[src/rtl/dac_pkg.sv]
// Shared constants and helpers for the per-channel DAC processing block.
package dac_pkg;

    // Acquisition state-machine codes used by the DAC path.
    localparam logic [31:0] MS_WAIT    = 32'd99;
    localparam logic [31:0] MS_CLK1_A  = 32'd100;
    localparam logic [31:0] MS_CLK9_D  = 32'd135;
    localparam logic [31:0] MS_CLK18_C = 32'd170;
    localparam logic [31:0] MS_CLK27_B = 32'd205;

    localparam logic [15:0] MIDSCALE = 16'd32768;

    // AD5662 word: 6 don't-care zeros, 2 power-down bits, 16 data bits.
    localparam int unsigned SPI_FRAME_BITS   = 24;
    localparam int unsigned SPI_SHIFT_CYCLES = 2 * SPI_FRAME_BITS;

    typedef enum logic [0:0] {
        SpiIdle,
        SpiShift
    } spi_state_e;

    // Clamp a wide signed value into the signed 16-bit range.
    function automatic logic signed [15:0] sat16(input logic signed [33:0] x);
        if (x > 34'sd32767) begin
            return 16'sh7fff;
        end else if (x < -34'sd32768) begin
            return 16'sh8000;
        end else begin
            return x[15:0];
        end
    endfunction

endpackage

[src/rtl/dac_modified_spi.sv]
// AD5662-style 24-bit serializer. SCLK runs at half the system clock, DIN is
// updated as SCLK rises so the DAC can sample it on the falling edge.
module dac_spi_tx
    import dac_pkg::*;
(
    input  logic        i_clk,
    input  logic        i_rst_n,
    input  logic        i_start,
    input  logic [15:0] i_data,
    output logic        o_busy,
    output logic        o_sync,
    output logic        o_sclk,
    output logic        o_din
);

    localparam logic [5:0] LastCnt = 6'(SPI_SHIFT_CYCLES - 1);

    spi_state_e                r_state;
    logic [5:0]                r_cnt;
    logic [SPI_FRAME_BITS-1:0] r_shift;
    logic                      r_sync;
    logic                      r_sclk;
    logic                      r_din;
    logic [SPI_FRAME_BITS-1:0] w_frame;

    assign w_frame = {8'h00, i_data};

    // Frame sequencer: load on start, then 48 half-periods of SCLK, then release SYNC.
    always_ff @(posedge i_clk) begin
        if (!i_rst_n) begin
            r_state <= SpiIdle;
            r_cnt   <= '0;
            r_shift <= '0;
            r_sync  <= 1'b1;
            r_sclk  <= 1'b0;
            r_din   <= 1'b0;
        end else begin
            case (r_state)
                SpiIdle: begin
                    if (i_start) begin
                        r_state <= SpiShift;
                        r_cnt   <= '0;
                        r_sync  <= 1'b0;
                        r_sclk  <= 1'b1;
                        r_din   <= w_frame[SPI_FRAME_BITS-1];
                        r_shift <= {w_frame[SPI_FRAME_BITS-2:0], 1'b0};
                    end
                end
                SpiShift: begin
                    if (r_cnt == LastCnt) begin
                        r_state <= SpiIdle;
                        r_sync  <= 1'b1;
                        r_sclk  <= 1'b0;
                        r_din   <= 1'b0;
                    end else begin
                        r_cnt  <= r_cnt + 6'd1;
                        r_sclk <= ~r_sclk;
                        // Present the next bit only as SCLK goes high.
                        if (!r_sclk) begin
                            r_din   <= r_shift[SPI_FRAME_BITS-1];
                            r_shift <= {r_shift[SPI_FRAME_BITS-2:0], 1'b0};
                        end
                    end
                end
                default: r_state <= SpiIdle;
            endcase
        end
    end

    assign o_busy = (r_state == SpiShift);
    assign o_sync = r_sync;
    assign o_sclk = r_sclk;
    assign o_din  = r_din;

endmodule

[src/rtl/dac_modified.sv]
// Per-channel DAC conditioning: reference subtraction, first-order HPF, gain,
// noise blanking, threshold/window detection and SPI output.
module dac_modified
    import dac_pkg::*;
(
    input  logic        dataclk,
    input  logic        reset,
    input  logic [31:0] main_state,
    input  logic [5:0]  channel,
    input  logic [15:0] DAC_input,
    input  logic [15:0] DAC_sequencer_in,
    input  logic        use_sequencer,
    input  logic        DAC_en,
    input  logic [2:0]  gain,
    input  logic [6:0]  noise_suppress,
    input  logic [15:0] DAC_thrsh,
    input  logic        DAC_thrsh_pol,
    input  logic [15:0] DAC_fsm_start_win_in,
    input  logic [15:0] DAC_fsm_stop_win_in,
    input  logic [15:0] DAC_fsm_state_counter_in,
    input  logic [15:0] HPF_coefficient,
    input  logic        HPF_en,
    input  logic        software_reference_mode,
    input  logic [15:0] software_reference,
    output logic        DAC_SYNC,
    output logic        DAC_SCLK,
    output logic        DAC_DIN,
    output logic        DAC_thrsh_out,
    output logic        DAC_fsm_inwin_out,
    output logic [15:0] DAC_register
);

    logic signed [31:0] r_lp;   // Q16.16 low-pass estimate
    logic signed [15:0] r_y;
    logic [15:0]        r_dac;
    logic               r_thrsh;
    logic               r_inwin;

    logic               w_stage_a;
    logic               w_stage_b;
    logic signed [17:0] w_in_s;
    logic signed [17:0] w_ref_s;
    logic signed [17:0] w_s_raw;
    logic signed [15:0] w_s;
    logic signed [16:0] w_h;
    logic signed [33:0] w_prod;
    logic signed [31:0] w_lp_next;
    logic signed [15:0] w_y_next;
    logic signed [23:0] w_shift;
    logic signed [15:0] w_g;
    logic [16:0]        w_g17;
    logic [16:0]        w_mag;
    logic [15:0]        w_gb;
    logic [15:0]        w_v;
    logic               w_thrsh;
    logic               w_inwin;
    logic               w_spi_busy;

    assign w_stage_a = (main_state == MS_CLK9_D) && (channel == 6'd0);
    assign w_stage_b = (main_state == MS_CLK18_C) && (channel == 6'd0);

    // Stage A datapath: offset-binary to signed, optional reference, HPF.
    assign w_in_s    = $signed({2'b00, DAC_input}) - 18'sd32768;
    assign w_ref_s   = $signed({2'b00, software_reference}) - 18'sd32768;
    assign w_s_raw   = software_reference_mode ? (w_in_s - w_ref_s) : w_in_s;
    assign w_s       = sat16({{16{w_s_raw[17]}}, w_s_raw});
    assign w_h       = $signed({w_s[15], w_s}) - $signed({r_lp[31], r_lp[31:16]});
    assign w_prod    = $signed({1'b0, HPF_coefficient}) * w_h;
    assign w_lp_next = 32'(34'(r_lp) + w_prod);
    assign w_y_next  = HPF_en ? sat16({{17{w_h[16]}}, w_h}) : w_s;

    // Stage B datapath: gain, blanking, back to offset binary.
    assign w_shift = $signed({{8{r_y[15]}}, r_y}) <<< gain;
    assign w_g     = sat16({{10{w_shift[23]}}, w_shift});
    assign w_g17   = {w_g[15], w_g};
    assign w_mag   = w_g[15] ? (17'd0 - w_g17) : w_g17;
    assign w_gb    = (w_mag < {6'd0, noise_suppress, 4'd0}) ? 16'd0 : w_g;

    // Output value selection with sequencer and enable overrides.
    always_comb begin
        w_v = {~w_gb[15], w_gb[14:0]};
        if (use_sequencer) begin
            w_v = DAC_sequencer_in;
        end
        if (!DAC_en) begin
            w_v = MIDSCALE;
        end
    end

    assign w_thrsh = DAC_thrsh_pol ? (w_v >= DAC_thrsh) : (w_v <= DAC_thrsh);
    assign w_inwin = w_thrsh
                     && (DAC_fsm_start_win_in <= DAC_fsm_state_counter_in)
                     && (DAC_fsm_state_counter_in <= DAC_fsm_stop_win_in);

    // Stage A registers: filter state updates every frame regardless of HPF_en.
    always_ff @(posedge dataclk) begin
        if (!reset) begin
            r_lp <= '0;
            r_y  <= '0;
        end else if (w_stage_a) begin
            r_lp <= w_lp_next;
            r_y  <= w_y_next;
        end
    end

    // Stage B registers: commit the processed value and detection flags.
    always_ff @(posedge dataclk) begin
        if (!reset) begin
            r_dac   <= MIDSCALE;
            r_thrsh <= 1'b0;
            r_inwin <= 1'b0;
        end else if (w_stage_b) begin
            r_dac   <= w_v;
            r_thrsh <= w_thrsh;
            r_inwin <= w_inwin;
        end
    end

    dac_spi_tx u_spi (
        .i_clk   (dataclk),
        .i_rst_n (reset),
        .i_start (w_stage_b && DAC_en && !w_spi_busy),
        .i_data  (w_v),
        .o_busy  (w_spi_busy),
        .o_sync  (DAC_SYNC),
        .o_sclk  (DAC_SCLK),
        .o_din   (DAC_DIN)
    );

    assign DAC_register      = r_dac;
    assign DAC_thrsh_out     = r_thrsh;
    assign DAC_fsm_inwin_out = r_inwin;

endmodule

[config.mk]
export PLATFORM = sky130hd
export DESIGN_NAME = dac_modified
export DESIGN_NICKNAME = d
export VERILOG_FILES = /design/src/rtl/dac_pkg.sv /design/src/rtl/dac_modified_spi.sv /design/src/rtl/dac_modified.sv
export SDC_FILE = /design/constraint.sdc
export NUM_CORES = 1
export LEC_CHECK = 0
export CAP_MARGIN = 20
export CORE_MARGIN = 2
export CORE_UTILIZATION = 33
export DETAILED_ROUTE_END_ITERATION = 7
export GPL_ROUTABILITY_DRIVEN = 0
export HOLD_SLACK_MARGIN = 0.08
export SLEW_MARGIN = 20
export SYNTH_ARGS = -nofsm -noshare
export SYNTH_HDL_FRONTEND = slang
export SYNTH_SLANG_ARGS = --single-unit
[constraint.sdc]
create_clock -name dataclk -period 16.05 [get_ports dataclk]
set_clock_uncertainty 0.1 [all_clocks]
set_input_delay 1.605 -clock dataclk [delete_from_list [all_inputs] [get_ports dataclk]]
set_output_delay 1.605 -clock dataclk [all_outputs]
set_load 0.02 [all_outputs]
# == Word level (Yosys, flattened, before mapping) ==
# Cells that the tools add are included.
# op_classes
addsub,7
mul,1
magnitude_cmp,11
n_eq_ne,8
n_shift,1
n_mux,32
bitwise,3
reduce_logical,12
# op_table
op,count
2-to-1 mux 16 bit,10
2-to-1 mux 24 bit,3
equality test 32 x 8 -> 1 bit (second input constant),2
less-or-equal comparator 16 bit,3
case mux 24 bit (2 select lines),1
subtractor 16 x 16 -> 17 bit (second input constant),2
adder 32 bit,1
multiplier 17 x 17 -> 32 bit,1
greater-than comparator 24 x 16 -> 1 bit (second input constant),1
< comparator 24 x 16 -> 1 bit (second input constant),1
<<< shifter 16 x 3 -> 24 bit,1
greater-than comparator 18 x 16 -> 1 bit (second input constant),1
< comparator 18 x 16 -> 1 bit (second input constant),1
2-to-1 mux 18 bit,1
subtractor 17 x 17 -> 18 bit,1
greater-than comparator 17 x 16 -> 1 bit (second input constant),1
< comparator 17 x 11 -> 1 bit,1
< comparator 17 x 16 -> 1 bit (second input constant),1
2-to-1 mux 17 bit,1
subtractor 1 x 16 -> 17 bit (first input constant),1
subtractor 16 x 16 -> 17 bit,1
greater-or-equal comparator 16 bit,1
2-to-1 mux 6 bit,2
case mux 6 bit (2 select lines),1
other kinds (13),35
# word_totals
reg_bits,100
input_bits,183
out_inout_bits,21
word_cells,86

# == Logic depth before layout (Yosys ltp) ==
# Gate-level depths: netlist (run 1).
# depth
depth_word,15
ltp_mapped,45
mapped_depth_nobuf,43

# == By module ==
# A second synthesis (run 1) with hierarchy kept.
# unflattened
cells_unflattened,2353
area_unflattened_um2,19217.2
# by_module_without_submodules
mod,instances,cells_per_inst,area_each_um2,seq_area_each_um2
dac_modified,1,2159,17466.8,1321.3
dac_spi_tx,1,194,1750.4,660.6

# == Worst setup path after synthesis (run 1) ==
# Ideal clock, no wire load.
# synth_path
kind,input port to flip-flop
startpoint,input port software_reference[1]
endpoint,register r_lp[30]
setup_ps,122
arrival_time_ps,11240
t_required_ps,15828
slack_ps,4588
path_stages,41
n_path_buf,3
cell_sequence,inv_1 > ha_1 > nor2b_1 > o21ai_0 > a21boi_0 > o31ai_1 > o2111ai_1 > a21boi_0 > or2_2 > mux2i_1 > clkbuf_1 > nor2_1 > ha_1 > fa_1 > nor2b_1 > o21a_1 > o21ai_0 > a211oi_1 > (+5 left out) > fa_1 > fa_1 > fa_1 > fa_1 > fa_1 > inv_1 > fa_1 > inv_1 > ha_1 > a21o_1 > a21oi_1 > nor2b_1 > a311oi_1 > o31a_1 > o21ai_0 > a41oi_1 > mux2i_1 > a311o_1
# synth_via
elab_chain_len,9
word_cells_on_any_way,10
classes_between,add/sub (4); mul (1); order compare (2); mux (3)
# synth_lines
element,line_no,text
start: declaration,dac_modified.sv:24,"input logic [15:0] software_reference,"
subtractor 16 x 16 -> 17 bit (*),dac_modified.sv:64,"assign w_ref_s = $signed({2'b00, software_reference}) - 18'sd32768;"
subtractor 17 x 17 -> 18 bit (*),dac_modified.sv:65,assign w_s_raw = software_reference_mode ? (w_in_s - w_ref_s) : w_in_s;
2-to-1 mux 18 bit (*),dac_modified.sv:65,
< comparator 18 x 16 -> 1 bit,dac_pkg.sv:26,end else if (x < -34'sd32768) begin
2-to-1 mux 16 bit,dac_pkg.sv:26,
2-to-1 mux 16 bit (*),dac_pkg.sv:24,if (x > 34'sd32767) begin
subtractor 16 x 16 -> 17 bit (*),dac_modified.sv:67,"assign w_h = $signed({w_s[15], w_s}) - $signed({r_lp[31], r_lp[31:16]});"
multiplier 17 x 17 -> 32 bit (*),dac_modified.sv:68,"assign w_prod = $signed({1'b0, HPF_coefficient}) * w_h;"
adder 32 bit (*),dac_modified.sv:69,assign w_lp_next = 32'(34'(r_lp) + w_prod);
end signal: assignment,dac_modified.sv:101,r_lp <= w_lp_next;
end: declaration,dac_modified.sv:33,logic signed [31:0] r_lp;
# Mark *: on every way between the ends. The rest lies on a longest branch, timed or not.
# A chain may end at the register's enable or synchronous reset.

# == Worst setup path in the final report (run 1) ==
# Ends and elaborated chain as after synthesis.

==> results of run 1 <==
==> area by class of cell <==
type	instances	area, µm²	area share
multi-input combinational	1721	14900	0.680
clock inverter	6	88.8	0.00404
tap	756	946	0.0431
inverter	423	1590	0.0723
timing repair buffer	227	2200	0.100
clock buffer	10	229	0.0104
sequential	99	1980	0.0902
==> cells by family after synthesis <==
| family | Yosys count |
|---|---|
| compound gates | 450 |
| mux | 35 |
| simple gates | 733 |
| xor+xnor | 57 |
| buf+inv | 520 |
| fa+ha+maj | 446 |
| flops | 99 |
==> cells in the final DEF, fill, tap and decap left out, types with 19 or more instances in the layout <==
cell             Yosys  final
ha_1               201    201
nand4_1             19     19
nand2_1            303    303
a31oi_1             24     24
xnor2_1             39     39
buf_4                3     24
dfxtp_1             99     99
nand2b_1            24     24
a21o_1              26     26
nand3_1             46     46
a21oi_1            144    144
mux2i_1             21     21
and2_1             106    106
nor3_1              34     34
inv_1              421    420
a211oi_1            22     22
nor2b_1             60     60
o21ai_0             93     93
fa_1               242    242
clkdlybuf4s50_1      0    201
o21a_1              19     19
nor2_1              70     70
==> metal layers <==
metal | up-vias | global-route usage | part of all wire
met5 | - | 0 | 0
met4 | 0 | 0.0370 | 0.015
met3 | 65 | 0.0243 | 0.052
met2 | 457 | 0.328 | 0.49
met1 | 8194 | 0.246 | 0.44
li1 | 7960 | - | -
==> Yosys cell counts (9+ instances only) <==
library cell	number
xor2_1	18
and3_1	12
a211oi_1	22
fa_1	242
nand3_1	46
a21o_1	26
o21ai_0	93
nand2_1	303
nor4_1	13
nand4_1	19
xnor2_1	39
inv_1	421
or2_2	11
a31oi_1	24
o221ai_1	9
clkbuf_1	82
mux2i_1	21
nand2b_1	24
a21oi_1	144
o211ai_1	9
dfxtp_1	99
ha_1	201
nor2b_1	60
nor2_1	70
o21a_1	19
nor3_1	34
and2_1	106
or3_1	15
==> flip-flops by register name (all words and copies together), names as in the netlist <==
signal,flops
DAC_thrsh_out,1
u_spi.r_cnt,6
DAC_fsm_inwin_out,1
u_spi.o_sclk,1
DAC_register,16
u_spi.o_busy,1
u_spi.o_sync,1
r_lp,32
u_spi.o_din,1
u_spi.r_shift,23
r_y,16
==> worst reg2reg max path, delay by kind of cell, from the launching register on <==
kind | cells | cell delay [ps]
compound gates | 9 | 2310
buf+inv | 4 | 380
simple gates | 6 | 1580
fa+ha+maj | 8 | 3860
mux | 1 | 110
flops | 1 | 440
==> through the flow <==
step / hold WS, ps / util / setup WS, ps / cells
global route: 376 / 0.389 / 2500 / 3242
CTS: 358 / 0.389 / 3390 / 3242
global placement: 336 / 0.383 / 3280 / 3226
finish: 354 / 0.389 / 3310 / 3242
detailed placement: 346 / 0.383 / 3020 / 3226
floorplan: 332 / - / 4590 / 2340
==> worst paths after layout <==
path,startpoint,endpoint,slack [ps],cells past startpoint
worst max register to register,r_lp[17],r_lp[30],7190,28
worst min-delay path,u_spi.r_shift[22],u_spi.r_shift[23],350,2
worst min register to register,u_spi.r_shift[22],u_spi.r_shift[23],350,2
worst max-delay path,software_reference[1],r_lp[30],3310,39
==> metrics.txt, run 1 <==
die height=243 µm; Compound-Gate Fraction of Synth Area=0.155; post-synthesis simple-gate area fraction=0.190; Async SR Flop Fraction=0; Root Buffer=clkbuf_16; Yosys Warn Count=0; Worst-Margin Slew=929 ps; Max Transition Viols Final=0; CTS Buf Count=9; Cell Rows=87; crit path max fanout=24; wire per inst=17.0 µm; I/O Pins=204; nets@finish=3107; crit path kind=input pin to flop; largest net degree at the start of global routing=60; clock transition at the registers of the reported paths=70 ps; die area=59200 µm²; first-pass GRT wire length=90.3 mm; 1st-iter DRT viols=1192; Worst-Skew Late Latency=370 ps; Setup Fix Bufs, Post-CTS=0; Crit path buffers/inverters=5; Clock H-tree levels=3; CTS tree=done; drt first pass iters=5; Crit. End Element=flop; MaxCap Viol Count=0; run status=completed; clk buf depth=2; Gate Count Post-Synth=2340; mux contribution to synthesized area=0.0266; post-DP HPWL=44.8 mm; synthesis-to-layout area growth=16.2%; GRT overflow=0; Port Buffers=203; Synth top area share=0.256; number of global-route vias before repair=17400; achievable frequency=78.5 MHz; core area=56500 µm²; number of library cell types mapped by synthesis=83; CP delay by family, top=adder cells; Initial Util=0.335; nature of the critical path startpoint=input pin; flops & latches, synth=99; Final TNS setup=0 ps; EDFF count, synth=0; post-CTS sizing=0; sequential cell area fraction in the yosys report=0.105; Area contributors post-synth=fa_1 (26%), ha_1 (13%), dfxtp_1 (10%), inv_1 (8.4%), nand2_1 (6.0%); Avg Cell Area, Syn=8.08 µm²; area leader, netlist=fa_1; Tmin final=12740 ps; DRT antenna net count=0; Hold WC Path Type=flop to flop; filler cell count=5817; Post-synth top flop=dfxtp_1; area share of fa/ha/maj cells after synthesis=0.391; post-place instance area=21700 µm²; RSZ-0062 raised after global routing=no; syn nets=2966; Die W=243 µm; Top cell by count, worst path=fa_1; Req. time, crit path=16200 ps; Final Hold Fails=0; DR vias/cell=5.14; Tcrit/Tclk final=0.794; hold bufs inserted after CTS=0; CTS sink count=99; Synth Cell Area=18900 µm²; Inserted Diodes=0; Post-Synth XOR/XNOR Area=0.0264; post-route cell area=22000 µm²; slew margin rel.=0.379; Crit path arrival time=12890 ps; vias post-DR=16700; initial antenna violation count=0; Total GRT Usage=0.187; layout cells sized above 1=0.0338; DRC Markers=0; main combinational cell family by area after synthesis=adder cells; Slowest-stage cell, CP=or3_1; final setup violation count=0; Routed Wire Length=55.1 mm; CP max stage delay=720 ps
Power of run 1 is left out: the tool's default activity adds up to more than one toggle a clock period on the data nets, which glitch-free logic cannot reach.
==> run 2, diff against run 1 <==
- clock period: 16.05 -> 11.13 ns (I/O delays scaled with it)
==> metrics.txt, run 2 (synthesis results as in run 1) <==
Die W=243 µm (unchanged); commonest non-fill, non-tap cell in the layout=inv_1 (unchanged); Crit. End Element=flop (unchanged); Initial Util=0.335 (unchanged); MaxCap Viol Count=0 (unchanged); DRC Markers=0 (unchanged); Worst-Skew Late Latency=360 ps (was 370 ps); core area=56500 µm² (unchanged); Top cell by count, worst path=fa_1 (unchanged); CTS sink count=99 (unchanged); pre-CTS WS=-388 ps (was 3020 ps); drt first pass iters=5 (unchanged); Port Buffers=203 (unchanged); Non-Filler Instances=3380 (was 3242); Slowest-stage cell, CP=fa_1 (was or3_1); DRT antenna net count=0 (unchanged); Hold WC Path Type=flop to flop (unchanged); Inserted Diodes=0 (unchanged); Req. time, crit path=11270 ps (was 16200 ps); crit path max fanout=6 (was 24); wire per inst=16.8 µm (was 17.0 µm); clock transition at the registers of the reported paths=80 ps (was 70 ps); nature of the critical path startpoint=input pin (unchanged); Worst-Margin Slew=987 ps (was 929 ps); DR vias/cell=5.10 (was 5.14); Reg with most FFs=r_lp (unchanged); vias post-DR=17200 (was 16700); Total GRT Usage=0.191 (was 0.187); Cell Rows=87 (unchanged); achievable frequency=92.9 MHz; nets@finish=3245 (was 3107); Routed Wire Length=56.7 mm (was 55.1 mm); Top Registers=r_lp x32, u_spi.r_shift x23 (unchanged); initial antenna violation count=0 (unchanged); Cells after DPL=3354 (was 3226); CTS tree=done (unchanged); Crit path arrival time=10910 ps (was 12890 ps); run status=completed (unchanged); Tmin final=10770 ps; clk buf depth=2 (unchanged); Root Buffer=clkbuf_16 (unchanged); synthesis-to-layout area growth=23.5% (was 16.2%); CP max stage delay=550 ps (was 720 ps); max FFs per register=32 (unchanged); GRT overflow=0 (unchanged); flop-to-flop setup slack=3150 ps (was 7190 ps); Hold Slack=355 ps (was 354 ps); number of global-route vias before repair=17800 (was 17400); most frequent cells in the layout=inv_1 (420), nand2_1 (302), fa_1 (240) (was inv_1 (420), nand2_1 (303), fa_1 (242)); final setup violation count=0 (unchanged); Tcrit/Tclk final=0.967; Final Hold Fails=0 (unchanged); slew margin rel.=0.338 (was 0.379); 1st-iter DRT viols=978 (was 1192); CTS Buf Count=9 (unchanged); Clock H-tree levels=3 (unchanged); die height=243 µm (unchanged); die area=59200 µm² (unchanged); post-DP HPWL=46.8 mm (was 44.8 mm); first-pass GRT wire length=92.0 mm (was 90.3 mm); crit path kind=input pin to flop (unchanged); Max Transition Viols Final=0 (unchanged); largest net degree at the start of global routing=60 (unchanged); layout cells sized above 1=0.106 (was 0.0338); setup ws final=364 ps (was 3310 ps); I/O Pins=204 (unchanged)
-- run 2: cell count changes in the layout (fill, tap and decap cells not counted), sizes merged, moves of 2 or more --
cell and delta:
clkinv +2, bufinv -2, buf +135, inv +2
-- run 2: layer usage --
layer / vias to the layer above / wire [µm] / GRT usage
met3: 69 / 2410 / 0.0194
met5: - / 0 / 0
li1: 8249 / - / -
met4: 0 / 1220 / 0.0462
met2: 439 / 28100 / 0.337
met1: 8470 / 25000 / 0.249
-- run 2: cell type report --
class | count | area (µm²)
Sequential cell | 99 | 1980
Clock buffer | 9 | 225
Timing Repair Buffer | 364 | 3320
Fill cell | 5756 | 33100
Tap cell | 756 | 946
Multi-Input combinational cell | 1722 | 15200
Inverter | 423 | 1590
Clock inverter | 7 | 61.3
-- run 2: critical path, delay by kind of cell --
family / cells / cell delay, ps
buf+inv: 7 / 950
compound gates: 17 / 3090
fa+ha+maj: 10 / 4260
simple gates: 7 / 1490
-- run 2: final timing paths --
| kind | startpoint | to | cells after the start |
|---|---|---|---|
| worst max-delay path | DAC_input[0] | r_lp[25] | 41 |
| worst min-delay path | u_spi.r_shift[18] | u_spi.r_shift[19] | 2 |
| worst max register to register | r_lp[17] | r_lp[25] | 29 |
| worst min register to register | u_spi.r_shift[18] | u_spi.r_shift[19] | 2 |
-- run 2: per-stage QoR --
step | TNS [ps] | cell area, µm² | util
CTS | 0 | 23000 | 0.407
finish | 0 | 23400 | 0.413
global route | -135 | 23400 | 0.413
detailed placement | -2590 | 22700 | 0.401
floorplan | 0 | 18900 | -
global placement | -557 | 22700 | 0.401
-- run 2: timing repair --
item | CTS | global route
setup endpoints to repair | 2 | 18
resized for setup | 2 | 74
hold buffers | 0 | 0
setup buffers | 0 | 7
pin swaps | 0 | 37
cloned | 0 | 3
Power of run 2 is left out for the same reason.
